<file path="src/rtl/cmp_arb_pkg.sv">
// Shared types and the round-robin pick function for the comparator arbiter.
// The pick function is sized for up to MAX_REQ requesters; callers zero-extend.
package cmp_arb_pkg;

  localparam int MAX_REQ = 32;
  localparam int IDX_W   = 5;
  localparam int J_W     = IDX_W + 1;

  typedef enum logic [1:0] {
    IDLE = 2'd0,
    CMP  = 2'd1,
    RESP = 2'd2
  } state_t;

  typedef struct packed {
    logic             found;
    logic [IDX_W-1:0] idx;
  } pick_t;

  // First set bit at or above ptr, wrapping at n-1 back to 0.
  function automatic pick_t rr_pick(input logic [MAX_REQ-1:0] valid,
                                    input logic [IDX_W-1:0]   ptr,
                                    input int                 n);
    pick_t         p;
    logic [J_W-1:0] j;
    p = '0;
    for (int k = 0; k < MAX_REQ; k++) begin
      j = {1'b0, ptr} + J_W'(k);
      if (j >= J_W'(n)) j = j - J_W'(n);
      if (k < n && !p.found && valid[j[IDX_W-1:0]]) begin
        p.found = 1'b1;
        p.idx   = j[IDX_W-1:0];
      end
    end
    return p;
  endfunction

endpackage

</file>
<file path="src/rtl/comparator.sv">
// Combinational unsigned comparator; exactly one output is high for any a, b.
module comparator #(
  parameter int WIDTH = 4
) (
  input  logic [WIDTH-1:0] a,
  input  logic [WIDTH-1:0] b,
  output logic             equal,
  output logic             greater,
  output logic             lower
);

  assign equal   = (a == b);
  assign greater = (a > b);
  assign lower   = (a < b);

endmodule

</file>
<file path="src/rtl/cmp_arbiter.sv">
// Round-robin arbiter sharing one comparator among N_REQ requesters.
// Each compare runs IDLE (grant) -> CMP (operands registered) -> RESP (result held).
module cmp_arbiter
  import cmp_arb_pkg::*;
#(
  parameter  int WIDTH = 4,
  parameter  int N_REQ = 4,
  localparam int ID_W  = $clog2(N_REQ)
) (
  input  logic                   clk,
  input  logic                   rst,
  input  logic [N_REQ-1:0]       req_valid,
  input  logic [N_REQ*WIDTH-1:0] req_a,
  input  logic [N_REQ*WIDTH-1:0] req_b,
  output logic [N_REQ-1:0]       req_ready,
  output logic                   rsp_valid,
  output logic [ID_W-1:0]        rsp_id,
  output logic                   rsp_equal,
  output logic                   rsp_greater,
  output logic                   rsp_lower,
  input  logic                   rsp_ready
);

  // Handshakes: a transfer happens on a rising edge where valid && ready are both
  // high; req_ready is only raised in IDLE, rsp_valid holds until rsp_ready.

  state_t             state_q, state_d;
  logic [ID_W-1:0]    rr_ptr;
  logic [ID_W-1:0]    id_q;
  logic [WIDTH-1:0]   op_a, op_b;
  logic [MAX_REQ-1:0] valid_ext;
  pick_t              pick;
  logic               grant_en;
  logic [ID_W-1:0]    grant_id;
  logic               cmp_equal, cmp_greater, cmp_lower;

  comparator #(.WIDTH(WIDTH)) u_comparator (
    .a       (op_a),
    .b       (op_b),
    .equal   (cmp_equal),
    .greater (cmp_greater),
    .lower   (cmp_lower)
  );

  always_comb begin
    valid_ext                = '0;
    valid_ext[N_REQ-1:0]     = req_valid;
    pick                     = rr_pick(valid_ext, IDX_W'(rr_ptr), N_REQ);
    grant_id                 = pick.idx[ID_W-1:0];
    state_d                  = state_q;
    req_ready                = '0;
    grant_en                 = 1'b0;
    case (state_q)
      IDLE: begin
        // The range guard keeps out-of-range codes from ever becoming a grant.
        if (!rst && pick.found && (32'(pick.idx) < N_REQ)) begin
          grant_en            = 1'b1;
          req_ready[grant_id] = 1'b1;
          state_d             = CMP;
        end
      end
      CMP:     state_d = RESP;
      RESP:    if (rsp_ready) state_d = IDLE;
      default: state_d = IDLE;
    endcase
  end

  always_ff @(posedge clk or posedge rst) begin
    if (rst) begin
      state_q     <= IDLE;
      rr_ptr      <= '0;
      id_q        <= '0;
      op_a        <= '0;
      op_b        <= '0;
      rsp_valid   <= 1'b0;
      rsp_id      <= '0;
      rsp_equal   <= 1'b0;
      rsp_greater <= 1'b0;
      rsp_lower   <= 1'b0;
    end else begin
      state_q <= state_d;
      if (grant_en) begin
        op_a <= req_a[int'(grant_id)*WIDTH +: WIDTH];
        op_b <= req_b[int'(grant_id)*WIDTH +: WIDTH];
        id_q <= grant_id;
      end
      if (state_q == CMP) begin
        rsp_valid   <= 1'b1;
        rsp_id      <= id_q;
        rsp_equal   <= cmp_equal;
        rsp_greater <= cmp_greater;
        rsp_lower   <= cmp_lower;
      end
      if (state_q == RESP && rsp_ready) begin
        rsp_valid   <= 1'b0;
        rsp_equal   <= 1'b0;
        rsp_greater <= 1'b0;
        rsp_lower   <= 1'b0;
        rr_ptr      <= (id_q == ID_W'(N_REQ - 1)) ? '0 : id_q + 1'b1;
      end
    end
  end

endmodule

</file>
<file path="config.mk">
export PLATFORM = sky130hd
export DESIGN_NAME = cmp_arbiter
export DESIGN_NICKNAME = d
export VERILOG_FILES = /design/src/rtl/cmp_arb_pkg.sv /design/src/rtl/comparator.sv /design/src/rtl/cmp_arbiter.sv
export SDC_FILE = /design/constraint.sdc
export NUM_CORES = 1
export LEC_CHECK = 0
export ABC_CLOCK_PERIOD_IN_PS = 3100
export CORE_MARGIN = 2
export CORE_UTILIZATION = 44
export DETAILED_ROUTE_END_ITERATION = 12
export PLACE_DENSITY_LB_ADDON = 0.12
export REMOVE_ABC_BUFFERS = 1
export SLEW_MARGIN = 20
export SYNTH_ARGS = -nofsm -noshare
export SYNTH_HDL_FRONTEND = slang
export SYNTH_SLANG_ARGS = --single-unit
</file>
<file path="constraint.sdc">
create_clock -name clk -period 3.1 [get_ports clk]
set_input_delay 0.775 -clock clk [delete_from_list [all_inputs] [get_ports clk]]
set_output_delay 0.775 -clock clk [all_outputs]
set_load 0.03 [all_outputs]
</file>
# Yosys cells after proc, flatten, opt, wreduce, memory -nomap -nowiden
# Cells that the tools add are included.
[classes] add_sub_neg=8 n_lt_le_gt_ge=13 n_eq_ne=6 n_shift=2 mux=34 reduce_logical=14
[op_table] operator="indexed part select 16 x 5 -> 4 bit" count=2
[op_table] operator="< comparator 5 x 6 -> 1 bit, second input constant" count=4
[op_table] operator="two-way mux 6 bit" count=4
[op_table] operator="binary-select mux 1 bit (select 5 bit)" count=4
[op_table] operator="two-way mux 5 bit" count=4
[op_table] operator="two-way mux 1 bit" count=15
[op_table] operator="subtractor 3 x 3 -> 4 bit, second input constant" count=3
[op_table] operator="greater-or-equal comparator 3 bit, second input constant" count=3
[op_table] operator="two-way mux 4 bit" count=2
[op_table] operator="logical AND 1 bit" count=7
[op_table] operator="adder 2 x 2 -> 3 bit, second input constant" count=2
[op_table] operator="two-way mux 2 bit" count=3
[op_table] operator="case mux 2 bit (3 select lines)" count=1
[op_table] operator="< comparator 5 x 3 -> 1 bit, second input constant" count=1
[op_table] operator="equality test 2 bit, second input constant" count=2
[op_table] operator="equality test 4 bit" count=1
[op_table] operator="greater-than comparator 4 bit" count=1
[op_table] operator="zero test 1 bit" count=4
[op_table] operator="< comparator 4 bit" count=1
[op_table] operator="!= test 2 bit, second input constant" count=2
[op_table] operator="subtractor 2 x 3 -> 4 bit, second input constant" count=1
[op_table] operator="adder 2 x 1 -> 3 bit, second input constant" count=1
[op_table] operator="greater-or-equal comparator 2 x 3 -> 1 bit, second input constant" count=1
[op_table] operator="< comparator 2 x 3 -> 1 bit, second input constant" count=1
[op_table] operator="other kinds (7)" count=7
[totals] ff_bits=20 in_bits=39 word_cells=87

# Longest topological paths before layout
[logic_depth] ltp_word=20 ltp_mapped=13 depth_no_buf=9

# Hierarchy
# A second synthesis with hierarchy kept.
[unflattened] hier_cells=180 hier_area_um2=1754.2
[by_module_without_submodules] mod="cmp_arbiter" n_inst=1 cells_each=164 area_per_inst_um2=1625.3 seq_area_each_um2=500.5
[by_module_without_submodules] mod="comparator" n_inst=1 cells_each=16 area_per_inst_um2=128.9 seq_area_each_um2=0.0

# Worst setup path before layout
# OpenSTA, ideal clock, no wires.
[synth_timing] path_kind="register -> output" start="register rr_ptr[0]" end="output port req_ready[1]" arrival_time_ps=2990 slack_ps=-665 stages_incl_launch_ff=12 path_buffers=4 path_cell_list="dfrtp_1 -> buf_6 -> inv_1 -> clkbuf_1 -> ha_1 -> buf_2 -> nor2b_1 -> o21a_1 -> o211a_1 -> or2_2 -> clkbuf_1 -> nor3_1"
[synth_between] elab_chain_cells=20 elab_cells_between_ends=43
[synth_rtl] item="start: declaration" line="cmp_arbiter.sv:28" rtl="logic [ID_W-1:0] rr_ptr;"
[synth_rtl] item="start signal: assignment" line="cmp_arbiter.sv:99" rtl="rr_ptr <= (id_q == ID_W'(N_REQ - 1)) ? '0 : id_q + 1'b1;"
[synth_rtl] item="branches (longest 13 deep; another with subtractor 3 x 3 -> 4 bit)"
[synth_rtl] item="two-way mux 6 bit (*)" line="cmp_arb_pkg.sv:30" rtl="if (k < n && !p.found && valid[j[IDX_W-1:0]]) begin"
[synth_rtl] item="< comparator 2 x 3 -> 1 bit (implied by the code) / greater-or-equal comparator 2 x 1 -> 1 bit (equally long branches)" line="cmp_arbiter.sv:58" rtl="req_ready[grant_id] = 1'b1;"
[synth_rtl] item="logical AND 1 bit (implied by the code)" line="cmp_arbiter.sv:58"
[synth_rtl] item="two-way mux 1 bit (implied by the code)" line="cmp_arbiter.sv:58"
[synth_rtl] item="demux 1 bit (select 2 bit)" line="cmp_arbiter.sv:58"
[synth_rtl] item="two-way mux 4 bit (*)" line="cmp_arbiter.sv:56" rtl="if (!rst && pick.found && (32'(pick.idx) < N_REQ)) begin"
[synth_rtl] item="two-way mux 4 bit (*)" line="cmp_arbiter.sv:53" rtl="case (state_q)"
[synth_rtl] item="end: declaration" line="cmp_arbiter.sv:15" rtl="output logic [N_REQ-1:0] req_ready,"
# Mark *: on every way between the ends. The select of a mux whose other input is x is not followed.

# Final worst setup path
[layout_timing] start="input port req_valid[2]" end="output port req_ready[3]"
[layout_between] elab_chain_cells=18 elab_cells_between_ends=28
[layout_rtl] item="start: declaration" line="cmp_arbiter.sv:12" rtl="input logic [N_REQ-1:0] req_valid,"
[layout_rtl] item="binary-select mux 1 bit (select 5 bit)" line="cmp_arb_pkg.sv:30"
[layout_rtl] item="two-way mux 1 bit (implied by the code)" line="cmp_arb_pkg.sv:30"
[layout_rtl] item="two-way mux 6 bit" line="cmp_arb_pkg.sv:30"
[layout_rtl] item="zero test 1 bit" line="cmp_arb_pkg.sv:30"
[layout_rtl] item="logical AND 1 bit" line="cmp_arb_pkg.sv:30"
[layout_rtl] item="two-way mux 6 bit" line="cmp_arb_pkg.sv:30"
[layout_rtl] item="zero test 1 bit" line="cmp_arb_pkg.sv:30"
[layout_rtl] item="logical AND 1 bit" line="cmp_arb_pkg.sv:30"
[layout_rtl] item="(+2 left out)"
[layout_rtl] item="logical AND 1 bit" line="cmp_arb_pkg.sv:30"
[layout_rtl] item="two-way mux 6 bit (*)" line="cmp_arb_pkg.sv:30"
[layout_rtl] item="< comparator 2 x 3 -> 1 bit (implied by the code) / greater-or-equal comparator 2 x 1 -> 1 bit (equally long branches)" line="cmp_arbiter.sv:58"
[layout_rtl] item="logical AND 1 bit (implied by the code)" line="cmp_arbiter.sv:58"
[layout_rtl] item="two-way mux 1 bit (implied by the code)" line="cmp_arbiter.sv:58"
[layout_rtl] item="demux 1 bit (select 2 bit)" line="cmp_arbiter.sv:58"
[layout_rtl] item="two-way mux 4 bit (*)" line="cmp_arbiter.sv:56"
[layout_rtl] item="two-way mux 4 bit (*)" line="cmp_arbiter.sv:53"
# Mark *: on every way between the ends. The rest lies on a longest branch, timed or not. The select of a mux whose other input is x is not followed.

==> impl_metrics.tcl <==
set metrics [dict create \
    wire_per_inst_um 15.0 \
    dp_hpwl_um 3780 \
    clk_pin_slew_ns 0.08 \
    critPathCaptureType "output port" \
    cts_tree "built" \
    slew_viol_final 0 \
    synth-main-ff-cell "dfrtp_1" \
    dr.pass1.iters 4 \
    whs_path_depth 2 \
    avgSynthCellArea_um2 9.02 \
    viasPerCell 5.50 \
    slew_headroom_pct 49.9 \
    antenna_found_initial 0 \
    wl_um 5120 \
    die_width_um 68.4 \
    area_growth_pct 54.8 \
    vias 1874 \
    async_reset_ff_share_pct 100 \
    synth-edff-count 0 \
    slowest_stage "mux4_2" \
    io_pins 49 \
    period_share_pct 103 \
    drv_cap 0 \
    cellPowerDensity_nw_per_um2 1050 \
    gr-total-overflow 0 \
    drive_gt1_share_pct 32.6 \
    crit_path_start_kind "primary input" \
    ant_nets 0 \
    hold_slack_ns 0.481 \
    grt_pass1_wl_um 8470 \
    fillers 317 \
    multi_input_area_um2 1290 \
    dp_worst_setup_slack_ns -0.458 \
    synth.yosys.seq_area_share_pct 27.5 \
    core_um2 4000 \
    status "finished, violations left" \
    io_buffers 48 \
    max_freq_mhz 312 \
    leakagePower_nw 1.25 \
    vdd_drop_max_mv 0.550 \
    setup_ws_ns -0.105 \
    diodes 0 \
    die_h_um 68.4 \
    hold_viol 0 \
    rsz0062_at_grt "yes" \
    seq_area_um2 500 \
    crit_arrival_ns 2.43 \
    critPathMaxStageDelay_ns 0.52 \
    syn_inst 202 \
    h-tree-depth 1 \
    final_util_pct 70.5 \
    cts_root_buffer "clkbuf_8" \
    setup_viol 4 \
    syn-cell-area_um2 1820 \
    post-route-min-period_ns 3.20 \
    die-area_um2 4670 \
    clock_path_buffers 2 \
    violations "negative setup slack" \
    nets 339 \
    routabilityCongestion 0.818 \
    cp_cell_sequence "buf_2 > mux4_2 > o41ai_2 > inv_1 > o211ai_1 > nor2_1 > buf_4" \
    postCtsHoldBufs 0 \
    clk_latency_ns 0.26 \
    rows 23 \
    ys_warn_count 0 \
    gr-usage-all-layers_pct 24.1 \
    max_slew.worst_pin.slew_ns 0.751 \
    grt_pass1_vias 1874 \
    critPathTopFamily "compound AO/OA/AOI/OAI gates" \
    worstRegToRegCells 11 \
    worstSetupPathDepth 7 \
    cts_buffers 3 \
    drc 0 \
    crit_type "in -> out" \
    required_ns 2.32 \
    grt_start_max_net_pins 21 \
    clock_skew_ns 0.00730 \
    drt_iter0_markers 113 \
    start_util_pct 45.6 \
    crit_buf_inv 3 \
    hold_path_class "reg -> reg" \
    ys_types 50 \
    clock-sinks 20 \
    path_max_fanout 3 \
    ys_ff_latch 20 \
]
-- repair_timing --
| item | in CTS | in global routing |
|---|---|---|
| endpoints found under the setup margin | 8 | 4 |
| buffers inserted | 15 | 2 |
| resized for setup | 42 | 4 |
| pin swaps | 7 | 2 |
-- synth_stat cells, types with 2 or more instances --
library cell	count	area (um2)
nand2_1	22	82.6
dfrtp_1	20	500
o21ai_0	15	75.1
nand3_1	12	60.1
a21oi_1	10	50.1
nor2_1	10	37.5
inv_1	9	33.8
mux2_2	9	101
ha_1	8	100
a21o_1	7	52.6
mux2i_1	6	60.1
mux4_2	5	113
nand4_1	5	31.3
buf_6	4	45.0
clkbuf_1	4	15.0
nand2b_1	4	25.0
nor2b_1	4	25.0
nor3_1	3	15.0
nor3b_1	3	22.5
o211a_1	3	30.0
o21a_1	3	22.5
a2111oi_0	2	17.5
and2_1	2	12.5
and3_1	2	12.5
buf_2	2	10.0
nand4b_1	2	17.5
nor4_1	2	12.5
o41ai_1	2	17.5
-- cell families (layout without fill, tap and decap cells) --
logic type,after synthesis,after routing,share of synthesized area [%]
AOI/OAI and AO/OA,55,55,21.6
adders and majority gates,8,8,5.49
buffers and inverters,21,110,6.38
DFF,20,20,27.5
muxes,22,22,17.1
and+or+nand+nor,76,76,22.0
-- cell usage in the layout, fill, tap and decap left out, types with 3 or more instances in the layout --
| cell type | n |
|---|---|
| a21o_1 | 7 |
| a21oi_1 | 10 |
| buf_2 | 3 |
| buf_4 | 44 |
| buf_6 | 9 |
| clkbuf_8 | 3 |
| clkdlybuf4s50_1 | 40 |
| dfrtp_1 | 20 |
| ha_1 | 7 |
| inv_1 | 7 |
| mux2_2 | 7 |
| mux2_4 | 3 |
| mux2i_1 | 6 |
| mux4_2 | 5 |
| nand2_1 | 22 |
| nand2b_1 | 4 |
| nand3_1 | 12 |
| nand4_1 | 5 |
| nor2_1 | 10 |
| nor2b_1 | 3 |
| nor3b_1 | 3 |
| o211a_1 | 3 |
| o21a_1 | 3 |
| o21ai_0 | 14 |
-- through the flow --
step | area, um2 | total power, mW | std cells | setup TNS, ns
after global placement | 2510 | 2.34 | 320 | -2.76
after global routing | 2820 | 3.20 | 341 | -0.574
after detailed placement | 2510 | 2.36 | 320 | -3.17
after floorplan | 1740 | 1.66 | 190 | -2.97
after CTS | 2790 | 2.89 | 339 | -0.138
final | 2820 | 2.96 | 341 | -0.237
-- metal layers --
metal  vias to the layer above  global-route usage [%]  routed length [um]  share of wire [%]
met5                         -                       0                   0                  0
met4                         0                    3.75                  45               0.88
met3                         6                    4.61                 214                4.2
met2                        50                    41.5                2570                 50
met1                       893                    31.8                2280                 45
li1                        925                       -                   -                  -
-- worst min-delay path, delay by kind of cell (launching register included) --
family,cells,cell delay (ns)
AND/OR/NAND/NOR,2,0.10
flip-flops,1,0.35
-- report_power, final --
| group | switching, mW | internal [mW] |
|---|---|---|
| combinational | 1.08 | 1.15 |
| sequential | 0.0803 | 0.392 |
| clock | 0.0864 | 0.172 |
| total | 1.25 | 1.71 |
-- final timing paths --
kind | start | endpoint | slack (ns)
min in group asynchronous | rst | rr_ptr[0]$_DFFE_PP0P_ | 0.99
worst max register to register | rr_ptr[0]$_DFFE_PP0P_ | op_a[3]$_DFFE_PP0P_ | 0.11
worst min register to register | rsp_id[0]$_DFFE_PP0P_ | rsp_id[0]$_DFFE_PP0P_ | 0.48
worst min-delay path | rsp_id[0]$_DFFE_PP0P_ | rsp_id[0]$_DFFE_PP0P_ | 0.48
max in group asynchronous | rst | op_b[3]$_DFFE_PP0P_ | 1.63
worst max-delay path | req_valid[2] | req_ready[3] | -0.10
-- sequential cells by signal, indices dropped and copies added, names as in the netlist --
register     cells
op_a             4
op_b             4
id_q             2
rr_ptr           2
rsp_id           2
state_q          2
rsp_equal        1
rsp_greater      1
rsp_lower        1
rsp_valid        1
-- final cells by class --
class                      instances  area share, %
clock buffer                       3           1.46
clock inverter                     1           1.06
inverter                           9           1.20
multi-input combinational        161           45.6
sequential                        20           17.7
tap                               50           2.22
timing repair buffer              97           30.7
Note: power is estimated with default switching activity, not from simulation.
